===== config.mk =====
export PLATFORM = sky130hd
export DESIGN_NAME = modexp_controller
export DESIGN_NICKNAME = d
export VERILOG_FILES = /design/src/rtl/modexp_controller.sv
export SDC_FILE = /design/constraint.sdc
export NUM_CORES = 2
export LEC_CHECK = 0
export CAP_MARGIN = 20
export CORE_AREA = 2 2 602 604
export DETAILED_ROUTE_END_ITERATION = 6
export DIE_AREA = 0 0 604 606
export DONT_BUFFER_PORTS = 1
export GPL_ROUTABILITY_DRIVEN = 0
export GPL_TIMING_DRIVEN = 0
export SYNTH_ARGS = -nofsm -noshare
export SYNTH_HDL_FRONTEND = slang
export SYNTH_SLANG_ARGS = --single-unit

===== constraint.sdc =====
create_clock -name clock -period 4.2 [get_ports clock]
set_input_delay 1.05 -clock clock [delete_from_list [all_inputs] [get_ports clock]]
set_output_delay 1.05 -clock clock [all_outputs]
set_load 0.05 [all_outputs]

===== src/rtl/modexp_controller.sv =====
`default_nettype none
// +----------------------------------------------------------------------+
// | Module  : modexp_controller                                          |
// | Brief   : Left-to-right binary modular exponentiation sequencer that |
// |           drives an external modular multiplier, one op in flight.   |
// | Revision: 1.0  initial release                                       |
// +----------------------------------------------------------------------+
module modexp_controller #(
  parameter int EXP_W   = 256,
  parameter int MUL_LAT = 25,
  parameter int TMO_CYC = 64
) (
  input  logic               clock,
  input  logic               reset,
  input  logic               start,
  input  logic [255:0]       base,
  input  logic [EXP_W-1:0]   exponent,
  output logic               busy,
  output logic               done,
  output logic [255:0]       result,
  output logic               err_timeout,
  output logic               mul_err,
  output logic               mul_in_valid,
  output logic [255:0]       mul_x,
  output logic [255:0]       mul_y,
  input  logic               mul_out_valid,
  input  logic [255:0]       mul_q
);

  // Timeout is forced above the nominal multiplier latency so a healthy
  // multiplier can never be aborted by a mis-set parameter.
  localparam int c_TMO   = (TMO_CYC > MUL_LAT) ? TMO_CYC : MUL_LAT + 1;
  localparam int c_CNT_W = $clog2(c_TMO + 1);
  localparam int c_IDX_W = (EXP_W > 1) ? $clog2(EXP_W) : 1;
  localparam logic [c_IDX_W-1:0] c_IDX_TOP  = c_IDX_W'(EXP_W - 1);
  localparam logic [c_CNT_W-1:0] c_CNT_LAST = c_CNT_W'(c_TMO - 1);

  typedef enum logic [2:0] {
    IDLE      = 3'd0,
    SCAN      = 3'd1,
    SQ_ISSUE  = 3'd2,
    SQ_WAIT   = 3'd3,
    MUL_ISSUE = 3'd4,
    MUL_WAIT  = 3'd5,
    FINISH    = 3'd6
  } state_t;

  state_t               state_q, state_d;
  logic [c_IDX_W-1:0]   idx_q, idx_d;
  logic [EXP_W-1:0]     exp_q, exp_d;
  logic [255:0]         base_q, base_d;
  logic [255:0]         acc_q, acc_d;
  logic [c_CNT_W-1:0]   cnt_q, cnt_d;
  logic [255:0]         result_q, result_d;
  logic                 done_q, done_d;
  logic                 tmo_q, tmo_d;
  logic                 merr_q, merr_d;
  logic                 mvalid_q, mvalid_d;
  logic [255:0]         mx_q, mx_d;
  logic [255:0]         my_q, my_d;
  logic                 bit_w;
  logic                 in_wait_w;

  assign bit_w     = exp_q[idx_q];
  assign in_wait_w = (state_q == SQ_WAIT) || (state_q == MUL_WAIT);

  // Next-state, datapath and registered-output decode
  always_comb begin
    state_d  = state_q;
    idx_d    = idx_q;
    exp_d    = exp_q;
    base_d   = base_q;
    acc_d    = acc_q;
    cnt_d    = cnt_q;
    result_d = result_q;
    done_d   = 1'b0;
    tmo_d    = 1'b0;
    merr_d   = merr_q;
    mvalid_d = 1'b0;
    mx_d     = mx_q;
    my_d     = my_q;

    case (state_q)
      IDLE: begin
        if (start) begin
          base_d  = base;
          exp_d   = exponent;
          idx_d   = c_IDX_TOP;
          merr_d  = 1'b0;
          state_d = SCAN;
        end
      end
      SCAN: begin
        if (bit_w) begin
          acc_d = base_q;
          if (idx_q == '0) begin
            state_d = FINISH;
          end else begin
            idx_d   = idx_q - c_IDX_W'(1);
            state_d = SQ_ISSUE;
          end
        end else if (idx_q == '0) begin
          acc_d   = 256'd1;
          state_d = FINISH;
        end else begin
          idx_d = idx_q - c_IDX_W'(1);
        end
      end
      SQ_ISSUE: begin
        cnt_d   = '0;
        state_d = SQ_WAIT;
      end
      SQ_WAIT: begin
        if (mul_out_valid) begin
          acc_d = mul_q;
          cnt_d = '0;
          if (bit_w) begin
            state_d = MUL_ISSUE;
          end else if (idx_q == '0) begin
            state_d = FINISH;
          end else begin
            idx_d   = idx_q - c_IDX_W'(1);
            state_d = SQ_ISSUE;
          end
        end else if (cnt_q == c_CNT_LAST) begin
          cnt_d    = '0;
          result_d = '0;
          done_d   = 1'b1;
          tmo_d    = 1'b1;
          state_d  = IDLE;
        end else begin
          cnt_d = cnt_q + c_CNT_W'(1);
        end
      end
      MUL_ISSUE: begin
        cnt_d   = '0;
        state_d = MUL_WAIT;
      end
      MUL_WAIT: begin
        if (mul_out_valid) begin
          acc_d = mul_q;
          cnt_d = '0;
          if (idx_q == '0) begin
            state_d = FINISH;
          end else begin
            idx_d   = idx_q - c_IDX_W'(1);
            state_d = SQ_ISSUE;
          end
        end else if (cnt_q == c_CNT_LAST) begin
          cnt_d    = '0;
          result_d = '0;
          done_d   = 1'b1;
          tmo_d    = 1'b1;
          state_d  = IDLE;
        end else begin
          cnt_d = cnt_q + c_CNT_W'(1);
        end
      end
      FINISH: begin
        result_d = acc_q;
        done_d   = 1'b1;
        state_d  = IDLE;
      end
      default: state_d = IDLE;
    endcase

    // A response nobody asked for is flagged; it wins over a same-cycle start.
    if (mul_out_valid && !in_wait_w) begin
      merr_d = 1'b1;
    end

    // Operands are loaded on entry to an issue state so they are stable
    // for the whole issue cycle and then simply hold.
    if (state_d == SQ_ISSUE) begin
      mvalid_d = 1'b1;
      mx_d     = acc_d;
      my_d     = acc_d;
    end else if (state_d == MUL_ISSUE) begin
      mvalid_d = 1'b1;
      mx_d     = acc_d;
      my_d     = base_q;
    end
  end

  // State and datapath registers with synchronous active-low reset
  always_ff @(posedge clock) begin
    if (!reset) begin
      state_q  <= IDLE;
      idx_q    <= '0;
      exp_q    <= '0;
      base_q   <= '0;
      acc_q    <= '0;
      cnt_q    <= '0;
      result_q <= '0;
      done_q   <= 1'b0;
      tmo_q    <= 1'b0;
      merr_q   <= 1'b0;
      mvalid_q <= 1'b0;
      mx_q     <= '0;
      my_q     <= '0;
    end else begin
      state_q  <= state_d;
      idx_q    <= idx_d;
      exp_q    <= exp_d;
      base_q   <= base_d;
      acc_q    <= acc_d;
      cnt_q    <= cnt_d;
      result_q <= result_d;
      done_q   <= done_d;
      tmo_q    <= tmo_d;
      merr_q   <= merr_d;
      mvalid_q <= mvalid_d;
      mx_q     <= mx_d;
      my_q     <= my_d;
    end
  end

  assign busy         = (state_q != IDLE);
  assign done         = done_q;
  assign result       = result_q;
  assign err_timeout  = tmo_q;
  assign mul_err      = merr_q;
  assign mul_in_valid = mvalid_q;
  assign mul_x        = mx_q;
  assign mul_y        = my_q;

endmodule
`default_nettype wire

==> results.cfg <==
[status]
outcome = finished, violations left
violations = negative setup slack

[power]
leakagePower_uw = 0.02833
cellPowerDensity_mw_per_mm2 = 932.6
ir_drop_mv = 0.7708
p_total_uw = 74320

[worst_setup_path]
path_cells = buf_2, buf_8, buf_8, mux2i_1, nand2_1, nand3_1, and3_1, a31oi_4, a211o_4, a221oi_4, buf_6, buf_4, nor3_4, buf_12, buf_12, buf_16, buf_12, mux2i_4, a21o_1
crit_fanout = 10
cpMaxStageDelayCell = mux2i_1
cp_slowest_stage_delay_ps = 480
crit_arrival_ps = 5160
cp.required_ps = 4930
critPathKind = flop to flop
crit_path_start_kind = flop
path_common_cell = buf_12
crit_path_end_kind = flop

[grt]
met2_usage_pct = 32.73
grt.met3_usage_pct = 11.47
grt_start_max_net_pins = 15
use_met1_pct = 24.21
grt_first_pass_wirelength_um = 526000
overflow = 0
grt.total_usage_pct = 21.52
grt.busiest_layer = met2
grt_pass1_vias = 52890
antenna_found_initial = 112

[logic_synthesis]
yosysUniqueCellTypes = 61
ys_ff_latch = 1558
yosysWarnings = 0
yosysMostFrequentCell = nand2_1
avgSynthCellArea_um2 = 8.627
synthTopCellsByArea = dfxtp_1 51%, a21oi_1 10%, nand2_1 9.5%, a22oi_1 6.4%, mux2i_1 4.9%
seq_area_frac_synth_pct = 50.55
synth_common_cells = 1562 x nand2_1, 1558 x dfxtp_1, 1291 x a21oi_1
syn_inst = 7152
syn_area_mm2 = 0.06170
synth.top_cell.area_share_pct = 50.55
synth_nets = 7928
synth_edf_count = 0
synth_flop_cell = dfxtp_1
synthArstFlopShare_pct = 0
yosysTopAreaCell = dfxtp_1

[cts]
clkSinkCount = 1558
htreeDepth = 4
cts_tree = done
cts_made_buffers = 187
clk_latency_ps = 890
hold_buffers = 0
cts_root_buf = clkbuf_16
clk_pin_slew_ps = 70
cts_buffer_depth = 4

[layout]
syn2layout_area_growth_pct = 29.16
final_nets = 8274
drive_gt1_share_pct = 14.87
fillers = 39400

[placed_design]
hpwl_um = 342600
port_buffers = 0

[sta]
clock_skew_ps = 82.84
hold_viol = 0
setup_slack_ps = -229.0
rsz0062_at_grt = yes
worst_pin_slew_ps = 1250
drv_slew = 0
timing.final.crit_share_pct = 105.5
fmax_mhz = 225.8
fin_crit_ps = 4429
max_slew_margin_pct = 16.69
setup_viol = 558
tns_ps = -54830

[die]
initial_utilization_pct = 17.12
die_w_um = 604
dieArea_mm2 = 0.3660
rows = 221
coreArea_mm2 = 0.3603
die_y_um = 606
io_pins = 1545

[routing]
drt_iter0_drc = 7005
drc_errors = 0
route.antenna.remaining_nets = 0
routedWlPerCell_um = 33.35
dr.pass1.iters = 6
vias = 59500
wirelength_um = 417600
viasPerCell = 4.752

[flow_run]
drv_cap = 0

[worst_hold_path]
hp-class = input port to flop
[critical path, delay by kind of cell, from the launching register on]
family / cells / cell delay, ps
compound gates: 4 / 980
buf+inv: 9 / 1710
flops: 1 / 300
mux: 2 / 680
simple gates: 4 / 490
[through the flow]
stage	area [um^2]	hold slack, ps	std cells	setup WS, ps	util (%)
final	79690	293.8	12520	-229.0	22.12
after global routing	79640	235.2	12500	-232.9	22.10
after CTS	78870	197.8	12440	-117.7	21.89
after detailed placement	68550	435.3	11990	-2765	19.03
after global placement	67700	432.0	11950	-5283	18.79
after floorplan	61700	412.7	7152	510.3	-
[cell families after synthesis]
kind of cell	Yosys count	synth area share, %
AOI/OAI and AO/OA	2394	24.74
and+or+nand+nor	1917	11.91
DFF	1558	50.55
buffers and inverters	924	6.041
muxes	348	6.564
xor gates and xnor gates	7	0.1116
adders and majority gates	4	0.08112
[layout by cell type (no fill, tap or decap), types with 152 or more instances in the layout]
master / netlist / final
inv_1: 265 / 264
nor2_1: 287 / 284
a22oi_2: 0 / 152
a22oi_1: 523 / 371
mux2i_1: 300 / 219
clkbuf_1: 506 / 427
a21o_1: 257 / 257
a21oi_1: 1291 / 1287
dfxtp_1: 1558 / 1556
nand2_1: 1562 / 1561
clkbuf_16: 0 / 200
[registers in the layout, indices dropped and copies added, names as in the netlist]
name / cells
acc_q: 256
base_q: 256
cnt_q: 7
done: 1
err_timeout: 1
exp_q: 256
idx_q: 8
mul_err: 1
mul_in_valid: 1
mul_x: 256
mul_y: 256
result: 256
state_q: 3
[report_power, final]
| group | internal, uW | switching (uW) |
|---|---|---|
| sequential | 17900 | 9830 |
| clock | 10400 | 7310 |
| combinational | 10300 | 18600 |
| total | 38600 | 35700 |
[path summary, 6_finish.rpt]
path         slack, ps                 endpoint  cells after the start                  start
max               -230  mul_y[142]$_SDFFE_PN0P_                     19  idx_q[2]$_SDFFE_PN0P_
min                290    exp_q[1]$_SDFFE_PN0P_                      2            exponent[1]
max reg2reg       -230  mul_y[142]$_SDFFE_PN0P_                     19  idx_q[2]$_SDFFE_PN0P_
min reg2reg        450    cnt_q[6]$_SDFFE_PN0P_                      2  cnt_q[6]$_SDFFE_PN0P_
[layer usage]
metal	share of wire [%]	vias up
met2	43	3804
met5	0.14	-
li1	-	25570
met4	6.1	58
met3	15	956
met1	36	29110
[cell type report]
| type | count | area (um^2) | share of cell area (%) |
|---|---|---|---|
| Antenna cell | 80 | 200.2 | 0.2512 |
| Clock inverter | 78 | 1151 | 1.444 |
| Buffer | 654 | 4247 | 5.329 |
| Inverter | 269 | 1022 | 1.283 |
| Multi-Input combinational cell | 4670 | 28410 | 35.65 |
| Sequential cell | 1558 | 31190 | 39.14 |
| Tap cell | 4794 | 5998 | 7.527 |
| Timing Repair Buffer | 158 | 2079 | 2.609 |
| Clock buffer | 261 | 5391 | 6.765 |
[timing repair]
item | in CTS | in global routing
gates resized for setup | 667 | 186
buffers inserted | 102 | 3
pin swaps | 111 | 39
gates cloned | 8 | 7
setup endpoints to repair | 815 | 706
Note: power is estimated with default switching activity, not from simulation.
